<file path="config.mk">
export PLATFORM = sky130hd
export DESIGN_NAME = cond_exec_ctrl
export DESIGN_NICKNAME = d
export VERILOG_FILES = /design/src/rtl/cond_exec_ctrl.sv
export SDC_FILE = /design/constraint.sdc
export NUM_CORES = 1
export LEC_CHECK = 0
export CORE_ASPECT_RATIO = 1.25
export CORE_MARGIN = 4
export CORE_UTILIZATION = 28
export DETAILED_ROUTE_END_ITERATION = 10
export GPL_ROUTABILITY_DRIVEN = 0
export HOLD_SLACK_MARGIN = 0.12
export SLEW_MARGIN = 20
export SYNTH_ARGS = -nofsm -noshare
export SYNTH_HDL_FRONTEND = slang
export SYNTH_SLANG_ARGS = --single-unit
</file>
<file path="constraint.sdc">
create_clock -name clk_in -period 2.52 [get_ports clk_in]
set_input_delay 0.504 -clock clk_in [delete_from_list [all_inputs] [get_ports clk_in]]
set_output_delay 0.504 -clock clk_in [all_outputs]
set_load 0.02 [all_outputs]
</file>
<file path="src/rtl/cond_exec_ctrl.sv">
// cond_exec_ctrl: conditional-execution controller with NZCV flag register
// and an IT-style predicated block sequencer (IDLE/BLOCK FSM).
module cond_exec_ctrl #(
  parameter int IT_MAX_LEN = 4,
  parameter int NV_EXEC    = 0,
  localparam int LW        = $clog2(IT_MAX_LEN + 1)
) (
  input  logic                  clk_in,
  input  logic                  reset_in,
  input  logic                  instr_valid_in,
  input  logic [3:0]            instr_cond_in,
  input  logic                  flag_update_in,
  input  logic [3:0]            flag_result_in,
  input  logic                  flag_load_in,
  input  logic [3:0]            flag_load_data_in,
  input  logic                  it_start_in,
  input  logic [3:0]            it_cond_in,
  input  logic [IT_MAX_LEN-2:0] it_mask_in,
  input  logic [LW-1:0]         it_len_in,
  input  logic                  flush_in,
  output logic                  exec_valid_out,
  output logic                  exec_out,
  output logic [3:0]            flag_register_out,
  output logic                  it_active_out,
  output logic [LW-1:0]         it_remaining_out
);

  localparam logic [LW-1:0] MAX_LEN = LW'(IT_MAX_LEN);
  localparam logic [3:0]    COND_AL = 4'b1110;

  typedef enum logic {IDLE, BLOCK} state_t;

  state_t                state_q, state_d;
  logic [LW-1:0]         remaining_q, remaining_d;
  logic [LW-1:0]         slot_idx_q, slot_idx_d;
  logic [3:0]            it_cond_q, it_cond_d;
  logic [IT_MAX_LEN-2:0] it_mask_q, it_mask_d;
  logic [3:0]            flags_q, flags_d;
  logic                  exec_valid_q, exec_valid_d;
  logic                  exec_q, exec_d;

  logic [3:0]            eff_cond;
  logic                  then_bit;
  logic                  never_exec;
  logic                  opening;
  logic                  executed;

  // Condition code evaluation against an NZCV value.
  function automatic logic cond_pass(input logic [3:0] cond, input logic [3:0] flags);
    logic n, z, c, v;
    n = flags[3];
    z = flags[2];
    c = flags[1];
    v = flags[0];
    case (cond)
      4'b0000: cond_pass = z;
      4'b0001: cond_pass = !z;
      4'b0010: cond_pass = c;
      4'b0011: cond_pass = !c;
      4'b0100: cond_pass = n;
      4'b0101: cond_pass = !n;
      4'b0110: cond_pass = v;
      4'b0111: cond_pass = !v;
      4'b1000: cond_pass = c && !z;
      4'b1001: cond_pass = !c || z;
      4'b1010: cond_pass = (n == v);
      4'b1011: cond_pass = (n != v);
      4'b1100: cond_pass = !z && (n == v);
      4'b1101: cond_pass = z || (n != v);
      4'b1110: cond_pass = 1'b1;
      default: cond_pass = (NV_EXEC != 0);
    endcase
  endfunction

  // Pick the condition in force this cycle and decide whether the instruction executes.
  always_comb begin
    eff_cond   = instr_cond_in;
    then_bit   = 1'b1;
    never_exec = 1'b0;
    opening    = 1'b0;
    for (int k = 1; k < IT_MAX_LEN; k++) begin
      if (slot_idx_q == LW'(k)) then_bit = it_mask_q[k-1];
    end
    if (state_q == BLOCK) begin
      if (slot_idx_q == '0 || then_bit) begin
        eff_cond = it_cond_q;
      end else begin
        eff_cond   = {it_cond_q[3:1], ~it_cond_q[0]};
        never_exec = (it_cond_q == COND_AL);
      end
    end else begin
      opening = instr_valid_in && it_start_in && (it_len_in != '0);
    end
    executed     = instr_valid_in && !flush_in &&
                   (opening || (!never_exec && cond_pass(eff_cond, flags_q)));
    exec_valid_d = instr_valid_in && !flush_in;
    exec_d       = executed;
  end

  // Next-state for the block sequencer and the flag register.
  always_comb begin
    state_d     = state_q;
    remaining_d = remaining_q;
    slot_idx_d  = slot_idx_q;
    it_cond_d   = it_cond_q;
    it_mask_d   = it_mask_q;
    flags_d     = flags_q;

    if (flag_load_in) begin
      flags_d = flag_load_data_in;
    end else if (executed && flag_update_in && !opening) begin
      flags_d = flag_result_in;
    end

    if (flush_in) begin
      state_d     = IDLE;
      remaining_d = '0;
      slot_idx_d  = '0;
    end else if (instr_valid_in) begin
      if (state_q == BLOCK) begin
        slot_idx_d  = slot_idx_q + 1'b1;
        remaining_d = remaining_q - 1'b1;
        if (remaining_q == LW'(1)) state_d = IDLE;
      end else if (opening) begin
        state_d     = BLOCK;
        remaining_d = (it_len_in > MAX_LEN) ? MAX_LEN : it_len_in;
        slot_idx_d  = '0;
        it_cond_d   = it_cond_in;
        it_mask_d   = it_mask_in;
      end
    end
  end

  // State registers with synchronous reset.
  always_ff @(posedge clk_in) begin
    if (reset_in) begin
      state_q      <= IDLE;
      remaining_q  <= '0;
      slot_idx_q   <= '0;
      it_cond_q    <= '0;
      it_mask_q    <= '0;
      flags_q      <= '0;
      exec_valid_q <= 1'b0;
      exec_q       <= 1'b0;
    end else begin
      state_q      <= state_d;
      remaining_q  <= remaining_d;
      slot_idx_q   <= slot_idx_d;
      it_cond_q    <= it_cond_d;
      it_mask_q    <= it_mask_d;
      flags_q      <= flags_d;
      exec_valid_q <= exec_valid_d;
      exec_q       <= exec_d;
    end
  end

  assign exec_valid_out    = exec_valid_q;
  assign exec_out          = exec_q;
  assign flag_register_out = flags_q;
  assign it_active_out     = (state_q == BLOCK);
  assign it_remaining_out  = remaining_q;

endmodule

</file>
==> impl_metrics.csv, run 1 <==
group,metric,value,unit
outcome,status,"finished with violations",
outcome,violations,"negative setup slack",
placement,dp_slack,-0.178,ns
critical_path,critical_path_buf_inv_count,0,
sta,setup_violations,5,
route,ant_nets,0,
power,cellLeakagePower,0.792,nW
critical_path,worstSetupStartpoint,"slot_idx_q[0]",
worst_hold_path,hp-class,"register to register",
grt,grtUsageMet3,1.69,%
synthesis,synth_seq_cells,20,
clock_tree,clkTransAtPathRegs,0.08,ns
route,post_drt_wl_per_cell,13.2,um
route,drt-total-wl,3.75,mm
grt,use_met2,22.0,%
sta,period_minus_slack,2.61,ns
synthesis,synth_nets,204,
floorplanning,die_x,72.8,um
placement,portBuffers,38,
flow_run,drv_cap,0,
sta,tns,-0.344,ns
synthesis,async_flop_share,0,%
critical_path,rrSetupSlack,-0.09,ns
route,vias_per_cell,4.99,
sta,whs,0.505,ns
critical_path,r2r_cells,9,
sta,relSlewSlack,60.3,%
power,ir_drop,0.000250,V
sta,fmax,0.383,GHz
power,p_per_area,369,nW/um2
sta,rsz0062_at_grt,"true",
grt,top_usage_layer,"met2",
grt,antenna_found_initial,0,
critical_path,path_class,"register to register",
sta,slew_viol_final,0,
grt,met1_usage,14.4,%
critical_path,cp_slowest_cell,"o41ai_4",
critical_path,path_common_cell,"ha_4",
worst_hold_path,hp-start,"it_mask_q[2]",
route,post-route-drc-count,0,
grt,track_usage,12.1,%
critical_path,cp.required,2.70,ns
floorplanning,initial_core_util,28.9,%
critical_path,worstSetupEndpointType,"register",
cells_and_area,area_growth,48.7,%
cells_and_area,fin_cells,285,
critical_path,crit_path_start_kind,"register",
sta,clock_skew,0.00421,ns
cells_and_area,n_antenna_cell,0,
placement,place_inst,278,
cells_and_area,layout-drive-gt1-share,26.9,%
cells_and_area,nFillCells,522,
grt,grt_pass1_vias,1411,
synthesis,ys_warn_count,0,
floorplanning,row_count,29,
sta,period_share,103,%
worst_hold_path,whs_path_depth,2,
synthesis,synth.distinct_cells,51,
synthesis,ys_seq_area_share,27.3,%
grt,grt_max_degree,15,
clock_tree,cts_tree,"yes",
sta,worstMarginPinSlew,0.589,ns
cells_and_area,nets,260,
synthesis,postSynthCellCount,168,
grt,grt-ovfl-total,0,
route,vias,1422,
clock_tree,clockRootBuffer,"clkbuf_8",
clock_tree,clk_path_buf_depth,2,
route,dr.first_iter.drc_count,70,
critical_path,crit_arrival,2.79,ns
placement,hpwl,2.84,mm
route,firstDrtPassIters,4,
floorplanning,dieArea,6480,um2
synthesis,synth.avg_cell_area,8.74,um2
sta,setup_ws,-0.0877,ns
floorplanning,die_h,89.0,um
critical_path,r2r_start,"slot_idx_q[0]",
clock_tree,clkLatencyLatePin,0.26,ns
synthesis,synth_area,1470,um2
worst_hold_path,hold_path_end,"it_mask_q[2]",
floorplanning,pin_count,39,
synthesis,ys.flop_type,"dfxtp_1",
critical_path,cp_max_fo,6,
critical_path,reg2reg_to,"flag_register_out[1]",
clock_tree,htree_levels,1,
clock_tree,cts_hold_buffers,0,
critical_path,cpPeakStageDelay,0.41,ns
sta,hold_viol_final,0,
clock_tree,cts_made_buffers,3,
cells_and_area,post-route-util,43.0,%
floorplanning,core_area,5080,um2
power,finalPower,0.805,mW
cells_and_area,fin_area,2180,um2
synthesis,synth_edf_count,0,
critical_path,path_delay_family,"compound AO/OA/AOI/OAI gates",
grt,grt_pass1_wl,6.30,mm
placement,dpl_cell_area,1990,um2
clock_tree,clock-sinks,20,
critical_path,path_cells,"ha_4, ha_4, or3_4, o211a_4, o41ai_4, a211o_2, a41oi_4, a21bo_4, a211oi_2",
[worst max-delay path by stage]
stage                            to  cells past startpoint
2_1_floorplan  flag_register_out[3]                      9
3_3_place_gp               exec_out                      8
3_5_place_dp   flag_register_out[1]                      9
4_1_cts        flag_register_out[3]                     11
5_1_grt        flag_register_out[1]                      9
6_report       flag_register_out[1]                      9
[logic make-up (layout without fill, tap and decap cells)]
family          count (synthesis)  in the layout  share of synthesized area [%]
compound gates                 47             47                           29.0
xor+xnor                        1              1                          0.596
fa+ha+maj                       7              7                           5.96
buf+inv                        18             73                           7.24
flops                          20             20                           27.3
mux                            13             13                           9.54
simple gates                   62             62                           20.4
[cells in the final DEF, fill, tap and decap left out, types with 3 or more instances in the layout]
cell type        count
nand2_1             14
a21o_2               4
dfxtp_1             18
a21oi_1              8
nor2_1              27
mux2i_1             11
ha_4                 4
buf_6                3
clkbuf_8             4
clkdlybuf4s50_1     38
nand3_1              4
a211oi_2             4
buf_4               16
o21ai_0              5
inv_1                9
[worst register-to-register path, stage by stage (launching register included)]
cell and delay [ns]:
dfxtp_4 0.37, ha_4 0.17, ha_4 0.15, or3_4 0.39
o211a_4 0.17, o41ai_4 0.42, a211o_2 0.23, a41oi_4 0.18
a21bo_4 0.29, a211oi_2 0.18
[sequential cells by signal (all words and copies together) (netlist names)]
signal	cells
exec_out	1
exec_valid_out	1
flag_register_out	4
it_active_out	1
it_cond_q	4
it_mask_q	3
it_remaining_out	3
slot_idx_q	3
[per-layer routing]
layer | vias up | wire (um) | part of all wire, %
met5 | - | 0 | 0
met4 | 0 | 59 | 1.6
met3 | 6 | 147 | 3.9
met2 | 31 | 1880 | 50
met1 | 669 | 1660 | 44
li1 | 716 | - | -
[area by class of cell]
type	count	area, um2	share of cell area, %
inverter	12	47.5	2.18
multi-input combinational	130	1060	48.6
sequential	20	408	18.7
clock buffer	4	55.1	2.52
tap	62	77.6	3.55
timing repair buffer	57	534	24.5
[cells in the mapped netlist (2+ instances only)]
| cell type | n | area (um2) |
|---|---|---|
| nor3b_1 | 2 | 15.0 |
| nor4_1 | 2 | 12.5 |
| o21ai_0 | 5 | 25.0 |
| a21oi_1 | 10 | 50.1 |
| dfxtp_1 | 20 | 400 |
| nand3_1 | 4 | 20.0 |
| a211oi_1 | 2 | 15.0 |
| ha_1 | 7 | 87.6 |
| a31oi_1 | 2 | 12.5 |
| or2b_1 | 2 | 15.0 |
| mux2_4 | 2 | 30.0 |
| a211oi_2 | 5 | 62.6 |
| o211ai_1 | 2 | 15.0 |
| nor2_1 | 27 | 101 |
| clkbuf_8 | 3 | 41.3 |
| inv_1 | 11 | 41.3 |
| nand2_1 | 14 | 52.6 |
| mux2i_1 | 11 | 110 |
| nor3_1 | 2 | 10.0 |
| a21o_2 | 4 | 35.0 |
[repair_timing]
item,4_1_cts,5_1_grt
setup endpoints to repair,5,5
resized for setup,26,1
pin swaps,6,3
gates cloned,0,0
setup buffers,3,0
[where the power goes]
group / total, mW / internal (mW) / leakage, nW / switching [mW]
clock network: 0.248 / 0.139 / 0.0288 / 0.109
registers: 0.344 / 0.326 / 0.165 / 0.0177
logic: 0.214 / 0.118 / 0.599 / 0.0957
total: 0.805 / 0.583 / 0.792 / 0.222
Note: power is estimated with default switching activity, not from simulation.
==> run 2: changes to the inputs <==
--- a/config.mk
+++ b/config.mk
@@ -8,6 +8,7 @@
 export CORE_ASPECT_RATIO = 1.25
 export CORE_MARGIN = 4
 export CORE_UTILIZATION = 28
+export CTS_CLUSTER_DIAMETER = 150
 export DETAILED_ROUTE_END_ITERATION = 10
 export GPL_ROUTABILITY_DRIVEN = 0
 export HOLD_SLACK_MARGIN = 0.12
==> results of run 2 <==
No change in the layout: final DEF, timing and power equal those of run 1.
==> run 3: changes to the inputs <==
--- a/config.mk
+++ b/config.mk
@@ -12,6 +12,8 @@
 export DETAILED_ROUTE_END_ITERATION = 10
 export GPL_ROUTABILITY_DRIVEN = 0
 export HOLD_SLACK_MARGIN = 0.12
+export REMOVE_ABC_BUFFERS = 1
+export SKIP_CTS_REPAIR_TIMING = 1
 export SLEW_MARGIN = 20
 export SYNTH_ARGS = -nofsm -noshare
 export SYNTH_HDL_FRONTEND = slang
==> run 3 against run 2 <==
Total power down 3.9%. Fmax decreased by 0.72%. The flow still finishes with violations (negative setup slack). Combinational power rose by 6%. Critical path type unchanged. Clock skew down 0.0024 ns.
==> impl_metrics.csv, run 3 (same netlist as run 1, synthesis figures left out) <==
group,metric,value,unit
outcome,status,"finished with violations",
outcome,violations,"negative setup slack",
critical_path,cp_max_fo,4,
clock_tree,clkLatencyLatePin,0.25,ns
power,p_int,0.559,mW
critical_path,critical_path_buf_inv_count,2,
floorplanning,die_x,72.8,um
power,p_per_area,359,nW/um2
sta,rsz0062_at_grt,"true",
placement,dpl_cell_area,1990,um2
flow_run,drv_cap,0,
grt,met1_usage,13.9,%
floorplanning,row_count,29,
critical_path,reg2reg_to,"flag_register_out[2]",
critical_path,r2r_cells,10,
sta,relSlewSlack,45.9,%
critical_path,cp.required,2.66,ns
sta,period_minus_slack,2.63,ns
clock_tree,clk_path_buf_depth,2,
sta,slew_viol_final,0,
floorplanning,die_h,89.0,um
power,p_switching,0.215,mW
route,post_drt_wl_per_cell,13.2,um
critical_path,crit_path_start_kind,"register",
critical_path,crit_arrival,2.77,ns
route,post-route-drc-count,0,
power,ir_drop,0.000133,V
clock_tree,clock-sinks,20,
grt,top_usage_layer,"met2",
cells_and_area,area_growth,46.8,%
critical_path,path_delay_family,"compound AO/OA/AOI/OAI gates",
grt,use_met2,19.8,%
route,dr.first_iter.drc_count,45,
power,netSwitchingFraction,27.8,%
power,power_frac_seq,44.4,%
critical_path,cpPeakStageDelay,0.41,ns
critical_path,path_cells,"buf_6, ha_4, or3b_4, o2111a_2, o41ai_4, o2bb2a_4, a311oi_4, buf_4, a21bo_4, a211oi_2",
worst_hold_path,hp-class,"register to register",
grt,track_usage,11.3,%
sta,hold_viol_final,0,
worst_hold_path,whs_path_depth,2,
route,drt-total-wl,3.77,mm
route,ant_nets,0,
critical_path,path_class,"register to register",
critical_path,rrSetupSlack,-0.11,ns
placement,portBuffers,38,
grt,grt_pass1_wl,5.88,mm
sta,setup_ws,-0.107,ns
cells_and_area,nets,261,
sta,setup_violations,5,
floorplanning,pin_count,39,
cells_and_area,nFillCells,509,
cells_and_area,fin_cells,285,
critical_path,r2r_start,"slot_idx_q[1]",
clock_tree,clockRootBuffer,"clkbuf_8",
cells_and_area,layout_commonest_cell,"clkdlybuf4s50_1",
route,vias_per_cell,4.98,
cells_and_area,layout-drive-gt1-share,25.1,%
clock_tree,cts_tree,"yes",
sta,clock_skew,0.00178,ns
sta,fmax,0.381,GHz
cells_and_area,layout_common_cells,"clkdlybuf4s50_1 (38), nor2_1 (27), dfxtp_1 (18)",
cells_and_area,post-route-util,42.5,%
power,cellLeakagePower,0.788,nW
cells_and_area,fin_area,2160,um2
power,clkPwrFrac,26.3,%
floorplanning,initial_core_util,28.9,%
sta,worstMarginPinSlew,0.809,ns
worst_hold_path,hold_path_end,"it_mask_q[2]",
grt,antenna_found_initial,0,
cells_and_area,n_antenna_cell,0,
grt,grt-ovfl-total,0,
placement,place_inst,278,
critical_path,worstSetupEndpointType,"register",
worst_hold_path,hp-start,"it_mask_q[2]",
grt,grt_max_degree,13,
route,vias,1419,
clock_tree,htree_levels,1,
grt,grt_pass1_vias,1324,
sta,period_share,104,%
floorplanning,dieArea,6480,um2
floorplanning,core_area,5080,um2
grt,grtUsageMet3,1.35,%
placement,hpwl,2.90,mm
critical_path,cp_slowest_cell,"o41ai_4",
power,p_comb_share,29.3,%
clock_tree,clkTransAtPathRegs,0.07,ns
clock_tree,cts_made_buffers,3,
route,firstDrtPassIters,4,
run 3: worst max-delay path by stage:
stage,to,from,slack (ns),cells past startpoint
4_1_cts,flag_register_out[2],slot_idx_q[1],-0.18,10
3_5_place_dp,flag_register_out[2],instr_cond_in[1],-0.17,9
5_1_grt,flag_register_out[0],slot_idx_q[1],-0.21,10
3_3_place_gp,flag_register_out[0],slot_idx_q[0],-0.11,9
6_report,flag_register_out[2],slot_idx_q[1],-0.11,10
2_1_floorplan,flag_register_out[1],it_active_out,-0.06,7
run 3: stage by stage:
step	worst slack [ns]	power (mW)	TNS [ns]	hold WS [ns]
after floorplan	-0.0630	0.449	-0.252	0.453
after global placement	-0.114	0.557	-0.534	0.481
after detailed placement	-0.172	0.558	-0.717	0.486
after CTS	-0.179	0.765	-0.762	0.503
after global routing	-0.210	0.817	-0.970	0.531
final	-0.107	0.774	-0.472	0.500
run 3: cell type report:
cell class / instances / area [um2] / area share (%)
clock buffer: 3 / 41.3 / 1.91
tap: 62 / 77.6 / 3.60
sequential: 20 / 408 / 18.9
inverter: 12 / 45.0 / 2.09
timing repair buffer: 58 / 542 / 25.1
multi-input combinational: 130 / 1040 / 48.4
run 3: power by group through the flow:
stage | Combinational [mW] | Clock (mW) | Sequential (mW)
4_1_cts | 0.206 | 0.213 | 0.346
3_5_place_dp | 0.205 | 0 | 0.353
6_report | 0.227 | 0.204 | 0.344
5_1_grt | 0.247 | 0.224 | 0.346
3_3_place_gp | 0.204 | 0 | 0.353
2_1_floorplan | 0.0888 | 0 | 0.360
run 3: metal layers:
layer,vias up,wire length (um)
li1,721,-
met1,671,1680
met2,25,1920
met3,2,126
met4,0,40
met5,-,0
run 3: worst min-delay path, stage by stage, from the launching register on:
cell and delay [ns]:
dfxtp_1 0.33, mux2i_1 0.07, nor2_1 0.07
